### src/rtl/ppu_hazard_pkg.sv
// Shared encodings and helpers for the pipeline hazard/forwarding controller.
package ppu_hazard_pkg;

    localparam int SEL_W = 2;

    localparam logic [SEL_W-1:0] FWD_RF  = 2'd0;
    localparam logic [SEL_W-1:0] FWD_EX  = 2'd1;
    localparam logic [SEL_W-1:0] FWD_MEM = 2'd2;
    localparam logic [SEL_W-1:0] FWD_WB  = 2'd3;

    typedef enum logic {
        IDLE  = 1'b0,
        STALL = 1'b1
    } hz_state_e;

    // True when a counter of width w (w <= 32) holds its all-ones value.
    function automatic logic cnt_saturated(input logic [31:0] v, input int unsigned w);
        logic [31:0] vmax;
        vmax = (w >= 32) ? 32'hFFFF_FFFF : ((32'd1 << w) - 32'd1);
        return v == vmax;
    endfunction

endpackage

### src/rtl/hazard_forwarding_unit_forward_select.sv
// Per-operand priority matcher: picks the nearest producing stage (EX > MEM > WB)
// and flags an EX-stage load match, which cannot be forwarded.
module forward_select
    import ppu_hazard_pkg::*;
#(
    parameter int REG_ADDR_W = 5,
    parameter int NUM_FWD    = 3,
    parameter int LOAD_STALL = 1
) (
    input  logic [REG_ADDR_W-1:0] i_rs,
    input  logic                  i_uses,
    input  logic [REG_ADDR_W-1:0] i_ex_rd,
    input  logic [REG_ADDR_W-1:0] i_mem_rd,
    input  logic [REG_ADDR_W-1:0] i_wb_rd,
    input  logic                  i_ex_en,
    input  logic                  i_mem_en,
    input  logic                  i_wb_en,
    input  logic                  i_ex_load,
    input  logic                  i_mem_load,
    output logic [SEL_W-1:0]      o_sel,
    output logic                  o_load_hit
);

    logic w_ex_hit;
    logic w_mem_hit;
    logic w_wb_hit;

    assign w_ex_hit  = (NUM_FWD >= 1) && i_uses && i_ex_en
                       && (i_ex_rd != '0) && (i_ex_rd == i_rs);
    // A multi-cycle load still sitting in MEM has no data yet.
    assign w_mem_hit = (NUM_FWD >= 2) && i_uses && i_mem_en
                       && (i_mem_rd != '0) && (i_mem_rd == i_rs)
                       && !((LOAD_STALL > 1) && i_mem_load);
    assign w_wb_hit  = (NUM_FWD >= 3) && i_uses && i_wb_en
                       && (i_wb_rd != '0) && (i_wb_rd == i_rs);

    // An EX load match shadows older stages: their values are stale.
    always_comb begin
        o_sel = FWD_RF;
        if (w_ex_hit)       o_sel = i_ex_load ? FWD_RF : FWD_EX;
        else if (w_mem_hit) o_sel = FWD_MEM;
        else if (w_wb_hit)  o_sel = FWD_WB;
    end

    assign o_load_hit = w_ex_hit && i_ex_load;

endmodule

### src/rtl/hazard_forwarding_unit.sv
// Hazard detection and forwarding control: operand-mux selects, load-use stall
// sequencing, taken-branch flushes and saturating stall/flush counters.
module hazard_forwarding_unit
    import ppu_hazard_pkg::*;
#(
    parameter int REG_ADDR_W = 5,
    parameter int NUM_FWD    = 3,
    parameter int LOAD_STALL = 1,
    parameter int CNT_W      = 16
) (
    input  logic                  clk,
    input  logic                  Reset,
    input  logic [REG_ADDR_W-1:0] RS1,
    input  logic [REG_ADDR_W-1:0] RS2,
    input  logic                  uses_rs1,
    input  logic                  uses_rs2,
    input  logic [REG_ADDR_W-1:0] EX_RD,
    input  logic [REG_ADDR_W-1:0] MEM_RD,
    input  logic [REG_ADDR_W-1:0] WB_RD,
    input  logic                  EX_RF_enable,
    input  logic                  MEM_RF_enable,
    input  logic                  WB_RF_enable,
    input  logic                  EX_load_Instr,
    input  logic                  MEM_load_Instr,
    input  logic                  branch_taken,
    output logic [SEL_W-1:0]      MUX_PA_E,
    output logic [SEL_W-1:0]      MUX_PB_E,
    output logic                  PC_E,
    output logic                  IF_ID_E,
    output logic                  CUMUX_E,
    output logic                  reset_IF_ID,
    output logic                  reset_ID_EX,
    output logic [CNT_W-1:0]      stall_cnt,
    output logic [CNT_W-1:0]      flush_cnt
);

    localparam logic [1:0] REM_INIT = 2'((LOAD_STALL >= 2) ? (LOAD_STALL - 2) : 0);

    hz_state_e        r_state;
    hz_state_e        w_state_nxt;
    logic [1:0]       r_rem;
    logic [1:0]       w_rem_nxt;
    logic [CNT_W-1:0] r_stall_cnt;
    logic [CNT_W-1:0] r_flush_cnt;
    logic [SEL_W-1:0] w_sel_pa;
    logic [SEL_W-1:0] w_sel_pb;
    logic             w_pa_hit;
    logic             w_pb_hit;
    logic             w_hazard;
    logic             w_bubble;

    forward_select #(
        .REG_ADDR_W(REG_ADDR_W), .NUM_FWD(NUM_FWD), .LOAD_STALL(LOAD_STALL)
    ) u_fwd_pa (
        .i_rs(RS1), .i_uses(uses_rs1),
        .i_ex_rd(EX_RD), .i_mem_rd(MEM_RD), .i_wb_rd(WB_RD),
        .i_ex_en(EX_RF_enable), .i_mem_en(MEM_RF_enable), .i_wb_en(WB_RF_enable),
        .i_ex_load(EX_load_Instr), .i_mem_load(MEM_load_Instr),
        .o_sel(w_sel_pa), .o_load_hit(w_pa_hit)
    );

    forward_select #(
        .REG_ADDR_W(REG_ADDR_W), .NUM_FWD(NUM_FWD), .LOAD_STALL(LOAD_STALL)
    ) u_fwd_pb (
        .i_rs(RS2), .i_uses(uses_rs2),
        .i_ex_rd(EX_RD), .i_mem_rd(MEM_RD), .i_wb_rd(WB_RD),
        .i_ex_en(EX_RF_enable), .i_mem_en(MEM_RF_enable), .i_wb_en(WB_RF_enable),
        .i_ex_load(EX_load_Instr), .i_mem_load(MEM_load_Instr),
        .o_sel(w_sel_pb), .o_load_hit(w_pb_hit)
    );

    assign w_hazard = w_pa_hit | w_pb_hit;

    // A taken branch kills whatever would have been stalled, so it wins outright.
    always_comb begin
        w_state_nxt = r_state;
        w_rem_nxt   = r_rem;
        w_bubble    = 1'b0;
        if (branch_taken) begin
            w_state_nxt = IDLE;
            w_rem_nxt   = '0;
        end else begin
            case (r_state)
                IDLE: begin
                    if (w_hazard) begin
                        w_bubble = 1'b1;
                        if (LOAD_STALL > 1) begin
                            w_state_nxt = STALL;
                            w_rem_nxt   = REM_INIT;
                        end
                    end
                end
                STALL: begin
                    w_bubble = 1'b1;
                    if (r_rem == 2'd0) w_state_nxt = IDLE;
                    else               w_rem_nxt   = r_rem - 2'd1;
                end
                default: w_state_nxt = IDLE;
            endcase
        end
    end

    assign PC_E        = Reset | ~w_bubble;
    assign IF_ID_E     = Reset | ~w_bubble;
    assign CUMUX_E     = ~Reset & w_bubble;
    assign reset_IF_ID = ~Reset & branch_taken;
    assign reset_ID_EX = ~Reset & branch_taken;
    assign MUX_PA_E    = Reset ? FWD_RF : w_sel_pa;
    assign MUX_PB_E    = Reset ? FWD_RF : w_sel_pb;
    assign stall_cnt   = r_stall_cnt;
    assign flush_cnt   = r_flush_cnt;

    always_ff @(posedge clk) begin
        if (Reset) begin
            r_state     <= IDLE;
            r_rem       <= '0;
            r_stall_cnt <= '0;
            r_flush_cnt <= '0;
        end else begin
            r_state <= w_state_nxt;
            r_rem   <= w_rem_nxt;
            if (w_bubble && !cnt_saturated(32'(r_stall_cnt), CNT_W))
                r_stall_cnt <= r_stall_cnt + CNT_W'(1);
            if (branch_taken && !cnt_saturated(32'(r_flush_cnt), CNT_W))
                r_flush_cnt <= r_flush_cnt + CNT_W'(1);
        end
    end

endmodule
### config.mk
export PLATFORM = sky130hd
export DESIGN_NAME = hazard_forwarding_unit
export DESIGN_NICKNAME = d
export VERILOG_FILES = /design/src/rtl/ppu_hazard_pkg.sv /design/src/rtl/hazard_forwarding_unit_forward_select.sv /design/src/rtl/hazard_forwarding_unit.sv
export SDC_FILE = /design/constraint.sdc
export NUM_CORES = 1
export LEC_CHECK = 0
export CAP_MARGIN = 40
export CORE_MARGIN = 3
export CORE_UTILIZATION = 48
export CTS_BUF_LIST = sky130_fd_sc_hd__clkbuf_8
export CTS_CLUSTER_DIAMETER = 120
export DETAILED_ROUTE_END_ITERATION = 6
export GPL_ROUTABILITY_DRIVEN = 0
export PLACE_DENSITY = 0.83
export SYNTH_ARGS = -nofsm -noshare
export SYNTH_HDL_FRONTEND = slang
export SYNTH_SLANG_ARGS = --single-unit
### constraint.sdc
create_clock -name clk -period 2.7 [get_ports clk]
set_input_delay 0.405 -clock clk [delete_from_list [all_inputs] [get_ports clk]]
set_output_delay 0.405 -clock clk [all_outputs]
set_load 0.01 [all_outputs]
==> insert_results.sql <==
INSERT INTO impl_metrics (metric_group, metric, value, unit) VALUES
('clock_tree', 'clk_latency', '0.28', 'ns'),
('die', 'die_area', '0.00562', 'mm^2'),
('synth', 'ys_top_cells_by_area', 'dfxtp_1, xnor2_1, nor2_1', ''),
('die', 'floorplan.die.width', '75.0', 'um'),
('sta', 'tns', '0', 'ns'),
('routing', 'drt_first_pass_iters', '4', ''),
('die', 'initial_utilization', '51.1', '%'),
('synth', 'yosysUniqueCellTypes', '46', ''),
('placement', 'portBuffers', '74', ''),
('clock_tree', 'clk_pin_slew', '0.08', 'ns'),
('global_routing', 'grt.overflow.total', '0', ''),
('hold_path', 'whs_path_depth', '2', ''),
('die', 'floorplan.rows', '24', ''),
('synth', 'edff_count_synth', '0', ''),
('synth', 'ys_ff_latch', '35', ''),
('synth', 'synth.cell_area', '0.00228', 'mm^2'),
('sta', 'clock_skew', '0.00644', 'ns'),
('sta', 'count_of_endpoints_failing_setup_in_the_final_report', '0', ''),
('critical_path', 'crit_chain', 'clkdlybuf4s50_1 > xnor2_1 > nand4_1 > nor3_2 > or3b_4 > a21oi_4 > buf_2', ''),
('final_layout', 'syn_to_final_growth', '48.8', '%'),
('critical_path', 'r2r_slack', '0.71', 'ns'),
('global_routing', 'gr-usage-all-layers', '23.8', '%'),
('global_routing', 'antenna_found_initial', '0', ''),
('hold_path', 'worstHoldStart', 'r_rem[1]', ''),
('hold_path', 'timing.hold.worst.class', 'reg2reg', ''),
('synth', 'post-synth-top-count-cell', 'xnor2_1', ''),
('sta', 'final_period_minus_worst_setup_slack', '2.66', 'ns'),
('clock_tree', 'tritoncts', 'yes', ''),
('clock_tree', 'numClockSinks', '35', ''),
('clock_tree', 'tritoncts.num_buffers', '5', ''),
('critical_path', 'cp-end-kind', 'output port', ''),
('critical_path', 'critPathArrivalTime', '2.25', 'ns'),
('routing', 'vias', '2447', ''),
('final_layout', 'finalNetCount', '414', ''),
('routing', 'post-route-drc-count', '0', ''),
('synth', 'synth_largest_type_area_fraction', '30.7', '%'),
('final_layout', 'n_fill_cell', '325', ''),
('critical_path', 'critical_path.slowest_cell', 'clkdlybuf4s50_1', ''),
('critical_path', 'worst_r2r_path_depth', '8', ''),
('sta', 'finalWorstSetupSlack', '0.0404', 'ns'),
('synth', 'sequential_fraction_of_the_synthesis_area', '30.7', '%'),
('sta', 'timing.hold.ws', '0.511', 'ns'),
('global_routing', 'grt_pass1_vias', '2369', ''),
('status', 'status', 'finished, final reports clean', ''),
('final_layout', 'drive_above_1_share', '16.7', '%'),
('synth', 'synth_nets', '316', ''),
('die', 'design.portCount', '76', ''),
('synth', 'yosysTopAreaCell', 'dfxtp_1', ''),
('sta', 'timing.max_slew.rel_slack', '65.3', '%'),
('critical_path', 'worst_ep_required_time', '2.30', 'ns'),
('global_routing', 'grt_pass1_wl', '10500', 'um'),
('routing', 'post_drt_via_cell_ratio', '5.70', ''),
('clock_tree', 'cts-root-to-sink-buffers', '2', ''),
('sta', 'drv_slew', '0', ''),
('placement', 'dp_slack', '-0.576', 'ns'),
('critical_path', 'worst-path-max-fanout', '3', ''),
('sta', 'max_clock_freq', '0.376', 'GHz'),
('die', 'die_y', '75.0', 'um'),
('critical_path', 'worstReg2RegEnd', 'flush_cnt[9]', ''),
('final_layout', 'antenna_diode_count', '0', ''),
('critical_path', 'crit_path_start_kind', 'input pin', ''),
('flow_run', 'maxCapViolations', '0', ''),
('synth', 'synthArstFlopShare', '0', '%'),
('routing', 'ant_nets', '0', ''),
('synth', 'synth_ff_type', 'dfxtp_1', ''),
('critical_path', 'path_class', 'in2out', ''),
('routing', 'wire_per_inst', '14.9', 'um'),
('routing', 'detail_route.wirelength', '6380', 'um'),
('final_layout', 'final_area', '0.00340', 'mm^2'),
('sta', 'fin_crit_sh', '98.5', '%'),
('critical_path', 'max_stage_delay_on_crit_path', '0.60', 'ns');
[registers in the layout, indices dropped and copies added (netlist names)]
register / count
flush_cnt: 16
r_state: 1
stall_cnt: 16
r_rem: 2
[timing repair]
action	in CTS	in global routing
gates resized for setup	40	12
endpoints found under the setup margin	7	6
cloned	0	0
pin swaps	14	10
hold buffers	0	0
[cells by family (layout without fill, tap and decap cells)]
family                     after synthesis  after routing  synth area share (%)
and+or+nand+nor                        127            127                  30.6
xor gates and xnor gates                46             46                  17.6
AOI/OAI and AO/OA                       41             41                  12.2
DFF                                     35             35                  30.7
buffers and inverters                   19            118                  3.78
muxes                                    7              7                  3.50
adders and majority gates                3              3                  1.64
[worst max-delay path by stage]
stage,startpoint,endpoint
floorplan,EX_RD[1],PC_E
global placement,MEM_RD[1],MUX_PB_E[0]
detailed placement,MEM_RD[1],MUX_PB_E[0]
CTS,RS2[1],MUX_PB_E[0]
global route,WB_RD[3],MUX_PA_E[0]
finish,WB_RD[4],MUX_PB_E[0]
[power breakdown]
group          internal [uW]  switching [uW]
clock                    232             191
sequential               519            4.35
combinational            111            95.4
[per-stage QoR]
| stage | power [uW] | std cells |
|---|---|---|
| after detailed placement | 736 | 421 |
| after CTS | 1160 | 429 |
| after floorplan | 619 | 278 |
| after global placement | 731 | 421 |
| final | 1150 | 429 |
| after global routing | 1200 | 429 |
[per-layer routing]
metal / wire length [um] / part of all wire, % / vias to the layer above / track usage [%]
li1: - / - / 1191 / -
met4: 136 / 2.1 / 0 / 6.92
met5: 0 / 0 / - / 0
met1: 2680 / 42 / 1157 / 28.9
met3: 314 / 4.9 / 12 / 4.27
met2: 3250 / 51 / 87 / 42.7
[final cells by class]
type	count	area [um^2]	area share, %
Inverter	8	30.0	0.883
Clock buffer	7	96.3	2.83
Timing Repair Buffer	102	932	27.4
Tap cell	52	65.1	1.91
Clock inverter	1	7.51	0.221
Sequential cell	35	701	20.6
Multi-Input combinational cell	224	1570	46.1
[worst max-delay path, delay by kind of cell]
family | cells | cell delay, ns
xor gates and xnor gates | 1 | 0.16
AOI/OAI and AO/OA | 1 | 0.16
buffers and inverters | 2 | 0.75
and+or+nand+nor | 3 | 0.78
[layout by cell type (no fill, tap or decap), drive strengths merged, types with 2 or more instances in the layout]
| master | n |
|---|---|
| a2111oi | 2 |
| dlygate4sd2 | 13 |
| nand4 | 16 |
| dfxtp | 35 |
| a21o | 2 |
| o211ai | 2 |
| clkdlybuf4s50 | 50 |
| nand3 | 12 |
| dlymetal6s2s | 7 |
| a21oi | 17 |
| o21ai | 9 |
| nor2 | 33 |
| or4 | 9 |
| buf | 32 |
| nor4 | 3 |
| mux2i | 2 |
| o31ai | 6 |
| inv | 7 |
| ha | 3 |
| nor3 | 16 |
| mux2 | 5 |
| or2b | 2 |
| or3b | 2 |
| xnor2 | 39 |
| clkbuf | 7 |
| nor2b | 5 |
| or3 | 8 |
| and3 | 3 |
| xor2 | 7 |
| nand2 | 16 |
Power figures use the tool's default switching activity.
